<file path="config.mk">
export PLATFORM = sky130hd
export DESIGN_NAME = alu_seq
export DESIGN_NICKNAME = d
export VERILOG_FILES = /design/src/rtl/alu_pkg.sv /design/src/rtl/alu_mul_seq.sv /design/src/rtl/alu_seq.sv
export SDC_FILE = /design/constraint.sdc
export NUM_CORES = 1
export LEC_CHECK = 0
export CAP_MARGIN = 20
export CORE_UTILIZATION = 45
export DETAILED_ROUTE_END_ITERATION = 10
export GPL_TIMING_DRIVEN = 1
export HOLD_SLACK_MARGIN = 0.03
export PLACE_DENSITY = 0.7
export SLEW_MARGIN = 10
export SYNTH_ARGS = -nofsm -noshare
export SYNTH_HDL_FRONTEND = slang
export SYNTH_SLANG_ARGS = --single-unit
</file>
<file path="constraint.sdc">
create_clock -name clk -period 2.93 [get_ports clk]
set_input_delay 0.586 -clock clk [delete_from_list [all_inputs] [get_ports clk]]
set_output_delay 0.586 -clock clk [all_outputs]
set_load 0.01 [all_outputs]
</file>
<file path="src/rtl/alu_pkg.sv">
//-----------------------------------------------------------------------------
// alu_pkg
// Shared definitions for the sequential ALU: operation encodings, controller
// state encoding and the bit positions of the {N, Z, C, V} flag nibble.
// No ports; imported by alu_seq and its testbench.
//-----------------------------------------------------------------------------
`timescale 1ns/1ps

package alu_pkg;

  // Operation select as seen on the op input.
  typedef enum logic [2:0] {
    OP_ADD  = 3'b000,
    OP_SUB  = 3'b001,
    OP_AND  = 3'b010,
    OP_OR   = 3'b011,
    OP_XOR  = 3'b100,
    OP_MUL  = 3'b101,
    OP_SMAG = 3'b110,
    OP_RSVD = 3'b111
  } aluOp_e;

  // Controller states: waiting for work, iterating a multiply, holding a result.
  typedef enum logic [1:0] {
    ST_IDLE = 2'd0,
    ST_MUL  = 2'd1,
    ST_DONE = 2'd2
  } aluState_e;

  // Bit positions inside the 4-bit flags output.
  localparam int FLAG_N = 3;
  localparam int FLAG_Z = 2;
  localparam int FLAG_C = 1;
  localparam int FLAG_V = 0;

endpackage

</file>
<file path="src/rtl/alu_mul_seq.sv">
//-----------------------------------------------------------------------------
// alu_mul_seq
// Unsigned shift-add multiplier, one multiplier bit per clock.
// The bit-0 partial product is folded into the start cycle, so the full
// product is ready WIDTH cycles after start (done is a level that stays
// high for exactly one cycle while product holds the final value).
// Ports:
//   clk, reset       clock, asynchronous active-high reset
//   start            load a/b and begin (only pulsed while idle)
//   a, b             unsigned multiplicand / multiplier
//   done             product valid this cycle
//   product          2*WIDTH-bit accumulated product
//-----------------------------------------------------------------------------
`timescale 1ns/1ps

module alu_mul_seq #(
  parameter int WIDTH = 8
) (
  input  logic                 clk,
  input  logic                 reset,
  input  logic                 start,
  input  logic [WIDTH-1:0]     a,
  input  logic [WIDTH-1:0]     b,
  output logic                 done,
  output logic [2*WIDTH-1:0]   product
);

  localparam int CW = $clog2(WIDTH);

  logic [2*WIDTH-1:0] acc_q, acc_d;
  logic [2*WIDTH-1:0] mcand_q, mcand_d;
  logic [WIDTH-1:0]   mplier_q, mplier_d;
  logic [CW-1:0]      cnt_q, cnt_d;
  logic               busy_q, busy_d;

  // Next-state for the iteration. On start the first multiplier bit is
  // consumed immediately, leaving WIDTH-1 shift-add steps; the counter then
  // reaches zero exactly when the last bit has been added in, which is the
  // single cycle where done is raised before busy drops.
  always_comb begin
    acc_d    = acc_q;
    mcand_d  = mcand_q;
    mplier_d = mplier_q;
    cnt_d    = cnt_q;
    busy_d   = busy_q;
    if (start) begin
      acc_d    = b[0] ? {{WIDTH{1'b0}}, a} : '0;
      mcand_d  = {{(WIDTH-1){1'b0}}, a, 1'b0};
      mplier_d = b >> 1;
      cnt_d    = CW'(WIDTH-1);
      busy_d   = 1'b1;
    end else if (busy_q) begin
      if (cnt_q != '0) begin
        if (mplier_q[0]) begin
          acc_d = acc_q + mcand_q;
        end
        mcand_d  = mcand_q << 1;
        mplier_d = mplier_q >> 1;
        cnt_d    = cnt_q - 1'b1;
      end else begin
        busy_d = 1'b0;
      end
    end
  end

  // Iteration registers; reset clears the accumulator and counter so an
  // aborted multiply leaves nothing behind.
  always_ff @(posedge clk or posedge reset) begin
    if (reset) begin
      acc_q    <= '0;
      mcand_q  <= '0;
      mplier_q <= '0;
      cnt_q    <= '0;
      busy_q   <= 1'b0;
    end else begin
      acc_q    <= acc_d;
      mcand_q  <= mcand_d;
      mplier_q <= mplier_d;
      cnt_q    <= cnt_d;
      busy_q   <= busy_d;
    end
  end

  assign done    = busy_q && (cnt_q == '0);
  assign product = acc_q;

endmodule

</file>
<file path="src/rtl/alu_seq.sv">
//-----------------------------------------------------------------------------
// alu_seq
// Sequential ALU with valid/ready handshakes on both sides. Single-cycle ops
// (ADD, SUB, AND, OR, XOR, SMAG, reserved) are evaluated at accept time and
// registered; MUL runs through alu_mul_seq. The result stays held in DONE
// until the consumer takes it.
// Ports:
//   clk, reset            clock, asynchronous active-high reset
//   in_valid / in_ready   request handshake (ready only when idle)
//   op, a, b              operation select and operands
//   out_valid / out_ready result handshake (valid only in DONE)
//   result                registered WIDTH-bit result
//   flags                 registered {N, Z, C, V}
//-----------------------------------------------------------------------------
`timescale 1ns/1ps

module alu_seq
  import alu_pkg::*;
#(
  parameter int WIDTH = 8
) (
  input  logic             clk,
  input  logic             reset,
  input  logic             in_valid,
  output logic             in_ready,
  input  logic [2:0]       op,
  input  logic [WIDTH-1:0] a,
  input  logic [WIDTH-1:0] b,
  output logic             out_valid,
  input  logic             out_ready,
  output logic [WIDTH-1:0] result,
  output logic [3:0]       flags
);

  localparam logic [WIDTH-1:0] MOST_NEG = {1'b1, {(WIDTH-1){1'b0}}};

  aluState_e          state_q, state_d;
  logic [WIDTH-1:0]   result_q, result_d;
  logic [3:0]         flags_q, flags_d;
  logic               accept, mulStart, mulDone;
  logic [2*WIDTH-1:0] mulProduct;
  logic [WIDTH-1:0]   aluRes;
  logic [3:0]         aluFlags;
  logic [WIDTH:0]     sum, diff;
  logic [WIDTH-2:0]   negLow;
  logic               aluC, aluV;

  assign accept   = in_valid && in_ready;
  assign mulStart = accept && (op == OP_MUL);

  alu_mul_seq #(.WIDTH(WIDTH)) uMul (
    .clk     (clk),
    .reset   (reset),
    .start   (mulStart),
    .a       (a),
    .b       (b),
    .done    (mulDone),
    .product (mulProduct)
  );

  // State register; asynchronous reset drops any in-flight operation.
  always_ff @(posedge clk or posedge reset) begin
    if (reset) begin
      state_q <= ST_IDLE;
    end else begin
      state_q <= state_d;
    end
  end

  // Next-state: a multiply detours through ST_MUL until the multiplier
  // reports done; everything else goes straight to ST_DONE.
  always_comb begin
    state_d = state_q;
    unique case (state_q)
      ST_IDLE: if (accept) state_d = (op == OP_MUL) ? ST_MUL : ST_DONE;
      ST_MUL:  if (mulDone) state_d = ST_DONE;
      ST_DONE: if (out_ready) state_d = ST_IDLE;
      default: state_d = ST_IDLE;
    endcase
  end

  // Handshake outputs depend on state only, so they are glitch-free with
  // respect to the request inputs.
  always_comb begin
    in_ready  = (state_q == ST_IDLE);
    out_valid = (state_q == ST_DONE);
  end

  // Single-cycle datapath. SUB is done as a + ~b + 1 so that the carry out
  // reads as "no borrow". SMAG only needs the low WIDTH-1 bits of -a, and
  // for the most negative input those bits are zero, giving {1, 0...0}.
  always_comb begin
    sum    = {1'b0, a} + {1'b0, b};
    diff   = {1'b0, a} + {1'b0, ~b} + {{WIDTH{1'b0}}, 1'b1};
    negLow = ~a[WIDTH-2:0] + 1'b1;
    aluRes = '0;
    aluC   = 1'b0;
    aluV   = 1'b0;
    case (aluOp_e'(op))
      OP_ADD: begin
        aluRes = sum[WIDTH-1:0];
        aluC   = sum[WIDTH];
        aluV   = (a[WIDTH-1] == b[WIDTH-1]) && (aluRes[WIDTH-1] != a[WIDTH-1]);
      end
      OP_SUB: begin
        aluRes = diff[WIDTH-1:0];
        aluC   = diff[WIDTH];
        aluV   = (a[WIDTH-1] != b[WIDTH-1]) && (aluRes[WIDTH-1] != a[WIDTH-1]);
      end
      OP_AND:  aluRes = a & b;
      OP_OR:   aluRes = a | b;
      OP_XOR:  aluRes = a ^ b;
      OP_SMAG: begin
        aluRes = a[WIDTH-1] ? {1'b1, negLow} : a;
        aluV   = (a == MOST_NEG);
      end
      default: aluRes = '0;
    endcase
    aluFlags         = '0;
    aluFlags[FLAG_N] = aluRes[WIDTH-1];
    aluFlags[FLAG_Z] = (aluRes == '0);
    aluFlags[FLAG_C] = aluC;
    aluFlags[FLAG_V] = aluV;
  end

  // Result/flag load: single-cycle ops load on accept, MUL loads when the
  // multiplier finishes; otherwise the registers hold so DONE stays stable.
  always_comb begin
    result_d = result_q;
    flags_d  = flags_q;
    if (accept && !mulStart) begin
      result_d = aluRes;
      flags_d  = aluFlags;
    end else if ((state_q == ST_MUL) && mulDone) begin
      result_d         = mulProduct[WIDTH-1:0];
      flags_d          = '0;
      flags_d[FLAG_N]  = mulProduct[WIDTH-1];
      flags_d[FLAG_Z]  = (mulProduct[WIDTH-1:0] == '0);
      flags_d[FLAG_C]  = |mulProduct[2*WIDTH-1:WIDTH];
    end
  end

  // Output registers, cleared immediately by reset.
  always_ff @(posedge clk or posedge reset) begin
    if (reset) begin
      result_q <= '0;
      flags_q  <= '0;
    end else begin
      result_q <= result_d;
      flags_q  <= flags_d;
    end
  end

  assign result = result_q;
  assign flags  = flags_q;

endmodule

</file>
; ---- Word level (Yosys, flattened, before mapping)
; Cells that the tools add are included.
[totals]
in_bits = 23
out_inout_bits = 14
ff_bits = 58
elab_cells = 87
[op_classes]
bitwise_logic = 5
muxes = 30
addsub = 6
n_reduce_logical = 22
eq_ne = 16
[op_table]
columns = cell, count
row1 = $mux 16, 7
row2 = $mux 8, 7
row3 = $pmux 8 s6, 1
row4 = $add 8x8->9, 2
row5 = $add 16x16->16, 1
row6 = $logic_not 8->1, 2
row7 = $add 9x1->9 const B, 1
row8 = $eq 3x3->1 const B, 3
row9 = $mux 3, 3
row10 = $and 8x8->8, 1
row11 = $eq 8x8->1 const B, 1
row12 = $mux 2, 4
row13 = $mux 4, 2
row14 = $not 8->8, 1
row15 = $or 8x8->8, 1
row16 = $reduce_bool 2->1, 4
row17 = $reduce_or 8->1, 1
row18 = $xor 8x8->8, 1
row19 = $add 7x1->7 const B, 1
row20 = $logic_and 1x1->1, 7
row21 = $not 7->7, 1
row22 = $eq 3x2->1 const B, 2
row23 = $logic_not 3->1, 2
row24 = $pmux 2 s3, 1
row25 = other kinds (16), 22

; ---- Longest topological paths before layout
[logic_depth]
word_depth = 7
mapped_depth = 11

; ---- By module
; Synthesis repeated with hierarchy kept, for this count alone.
[unflattened]
hier_cells = 539
area_unflattened_um2 = 4544.4
[modules_own_cells]
columns = module, seq_area_each_um2, n_inst, area_each_um2, cells_per_inst
row1 = alu_mul_seq, 1051.0, 1, 2508.7, 274
row2 = alu_seq, 325.3, 1, 2035.7, 265

; ---- Worst setup path after synthesis
; No wires, ideal clock.
[synth_path]
path_kind = input port to flip-flop
start = in a[0]
end = reg flags_q[2] (netlist: flags[2])
required_time_ps = 2810
slack_ps = 505
arrival_time_ps = 2305
path_stages = 10
path_buffers = 0
path_cell_list = inv_1 > ha_1 > fa_1 > o21bai_1 > a21oi_1 > o31ai_1 > xnor2_1 > o22ai_1 > nor2_1 > a41o_1
[synth_via]
elab_chain_len = 6
[synth_rtl]
columns = item, line_no
row1 = start: declaration, alu_seq.sv:27  ; input logic [WIDTH-1:0] a,
row2 = "parallel branches: the longest is 3 deep, another holds $add 8x8->9", -
row3 = $pmux 8 s6 *, alu_seq.sv:99  ; case (aluOp_e'(op))
row4 = $logic_not 8->1 *, alu_seq.sv:121  ; aluFlags[FLAG_Z] = (aluRes == '0);
row5 = $mux 4 *, alu_seq.sv:131  ; if (accept && !mulStart) begin
row6 = end signal: assignment, alu_seq.sv:150  ; flags_q <= flags_d;
row7 = end: declaration, alu_seq.sv:39  ; logic [3:0] flags_q, flags_d;
; Mark *: on every way between the ends.
; A chain may end at the register's enable or synchronous reset.

; ---- Worst setup path in the final report
; Ends and elaborated chain as after synthesis.

==> results.md <==
- Result of the run: complete, no violations
- Via count of the first global-routing pass: 4166
- Shortest period the worst path allows: 2800 ps
- Synth cell count leaders: 78 x sky130_fd_sc_hd__nand2_1, 55 x sky130_fd_sc_hd__dfrtp_1, 52 x sky130_fd_sc_hd__a21oi_1, 49 x sky130_fd_sc_hd__nor2_1, 42 x sky130_fd_sc_hd__ha_1
- Max-slew violation count: 0
- Clock Pin Slew Worst Setup and Hold Paths: 90 ps
- Initial standard-cell utilization of the core: 0.470
- Post-route DRC violation count: 0
- Number of setup buffers added after CTS: 0
- Seq/Total Area, Yosys: 0.312
- Synthesized net count: 619
- Total die area: 10200 µm²
- FFs w/ async S/R, synth: 1.00
- Mean routed wirelength per cell: 17.7 µm
- M1 WL: 6520 µm
- Count of state elements after synthesis: 55
- HPWL reported at the end of detailed placement: 10400 µm
- Relative max-transition margin: 0.475
- Detail Route met2 WL: 5730 µm
- Count of endpoints failing setup in the final report: 0
- Main synth FF type: sky130_fd_sc_hd__dfrtp_1
- Area inside the core boundary: 9370 µm²
- TritonCTS clock tree: yes
- Hold violation total from the final report: 0
- Mapped Avg Cell Area: 8.00 µm²
- First drt pass iteration count: 5
- Synth cell types: 61
- Achievable Freq: 0.358 GHz
- Area share of the largest cell type after synthesis: 0.312
- Drt total wl: 13200 µm
- Arrival time of the worst setup path: 2990 ps
- IO Port Bufs: 36
- Top-level port count: 37
- Largest net degree at the start of global routing: 56
- Post-Syn Instances: 551
- Final worst-path cycle share: 0.955
- Count of nets left with antenna violations after detail routing: 0
- Number of enable flip-flop cells after synthesis: 0
- Max clock buf depth: 2
- Startpoint Class: input pin
- Total of warnings raised by yosys: 0
- Area growth from synthesis to final layout: 21.3%
- Critical Path Fanout Max: 2
- Initial drt markers: 341
- Insertion delay to the later sink of the worst-skew pair: 300 ps
- Share of final-layout standard cells stronger than drive strength 1: 0.113
- Max-capacitance violation count: 0
- Leakage dissipation: 2.50 nW
- Master cell of the clock root buffer: sky130_fd_sc_hd__clkbuf_8
- First-pass GRT wire length: 21600 µm
- Cell type contributing the most total cell area after synthesis: sky130_fd_sc_hd__dfrtp_1
- Via count normalized by instance count: 5.72
- Count of antenna diodes in the layout: 0
- Horiz. Die Dim: 101 µm
- Ranking of synthesized cells by area: sky130_fd_sc_hd__dfrtp_1 31%, sky130_fd_sc_hd__ha_1 12%, sky130_fd_sc_hd__nand2_1 6.6%
- Clock sink count: 55
- Category of the most critical setup path: input pin to flop
- Final nets: 688
- Most frequent cell after synthesis: sky130_fd_sc_hd__nand2_1
- Count of filler cells inserted in the layout: 896
- RSZ-0062 raised after global routing: false
- Routed via count: 4293
- Worst Hold Slack: 487 ps
- Overall die height: 101 µm
- Met3 WL: 849 µm
- Inserted Clock Buffers: 5
- GRT Util Overall: 0.276
- DR top layer: met4
- Overflow left after global routing: 0
- Tot Pwr: 0.00407 W
- Initial antenna violation count: 0
- Cell area power density: 762 nW/µm²
- Worst slew pin tran: 785 ps
- Final Wtd Congestion: 0.934
- Clock skew: 4.73 ps
- Peak supply drop: 0.468 mV
- Critical Path RT: 3130 ps
- # rows: 35
- Clock H-tree levels: 2
- Critical Path End Type: flop
- Worst Hold Class: flop to flop
- Summed instance area of the synthesized netlist: 4410 µm²
==> layer usage <==
metal,vias up,track usage
met5,-,0
met4,0,0.0557
met3,12,0.0465
met2,157,0.415
met1,2021,0.415
li1,2103,-
==> report_power, final <==
group	switching (W)	internal, W
Sequential	0.000315	0.00108
Combinational	0.00119	0.00102
Clock	0.000246	0.000216
Total	0.00176	0.00232
==> cell families after synthesis <==
kind of cell | after synthesis | share of synthesized area
fa+ha+maj | 45 | 0.133
simple gates | 199 | 0.207
xor+xnor | 20 | 0.0398
flops | 55 | 0.312
buf+inv | 59 | 0.0514
mux | 4 | 0.00909
compound gates | 169 | 0.247
==> layout make-up <==
cell class                      instances  area (µm²)  share of cell area
Multi-Input combinational cell        437        2810               0.525
Tap cell                              129         161              0.0302
Clock inverter                          1        7.51             0.00141
Clock buffer                            7        96.3              0.0180
Inverter                               31         116              0.0218
Timing Repair Buffer                   90         778               0.146
Sequential cell                        55        1380               0.258
==> cell usage in the layout (no fill, tap or decap), drive strengths merged, types with 4 or more instances in the layout <==
cell type	n
a21o	10
a21oi	52
a22oi	6
a31oi	18
buf	54
clkbuf	7
clkdlybuf4s50	36
dfrtp	55
ha	42
inv	31
mux2i	4
nand2	78
nand2b	6
nand3	14
nor2	49
nor2b	6
nor3	16
nor4	5
o211ai	8
o21a	8
o21ai	28
o31ai	9
or3	7
xnor2	17
==> metrics by stage <==
step | cell area [µm²] | utilization | setup TNS (ps) | setup slack, ps | cells
after global placement | 5240 | 0.559 | -177 | -90.0 | 742
final | 5340 | 0.570 | 0 | 133 | 750
after global routing | 5340 | 0.570 | 0 | 6.99 | 750
after detailed placement | 5240 | 0.559 | -504 | -200 | 742
after CTS | 5340 | 0.570 | 0 | 113 | 750
after floorplan | 4410 | - | 0 | 505 | 551
==> worst max-delay path, cell delays in order <==
cell and delay, ps:
sky130_fd_sc_hd__clkdlybuf4s50_1 480, sky130_fd_sc_hd__inv_1 70, sky130_fd_sc_hd__ha_1 230, sky130_fd_sc_hd__fa_1 410, sky130_fd_sc_hd__o21bai_1 140, sky130_fd_sc_hd__a21oi_1 110
sky130_fd_sc_hd__o31ai_1 360, sky130_fd_sc_hd__xnor2_1 110, sky130_fd_sc_hd__o22ai_1 210, sky130_fd_sc_hd__nor2_1 60, sky130_fd_sc_hd__a41o_1 240
==> final timing paths <==
check                                startpoint          endpoint  slack, ps  cells after the start
max in group asynchronous                 reset         result[2]       1680                      3
worst max register to register  uMul.product[1]  uMul.product[15]        290                     10
worst max-delay path                       a[0]          flags[2]        130                     11
min in group asynchronous                 reset       uMul.busy_q        790                      3
worst min register to register         flags[0]          flags[0]        490                      2
worst min-delay path                   flags[0]          flags[0]        490                      2
==> state kept, by name, summed over array words and instances (netlist names) <==
name	cells
flags	3
uMul.product	16
uMul.mcand_q	15
result	8
uMul.busy_q	1
uMul.mplier_q	7
uMul.cnt_q	3
state_q	2
==> what timing repair did <==
item                                    in CTS  in global routing
hold buffers                                 0                  0
endpoints found under the setup margin       0                  1
resized for setup                            0                  1
(Power assumes the default switching activity.)
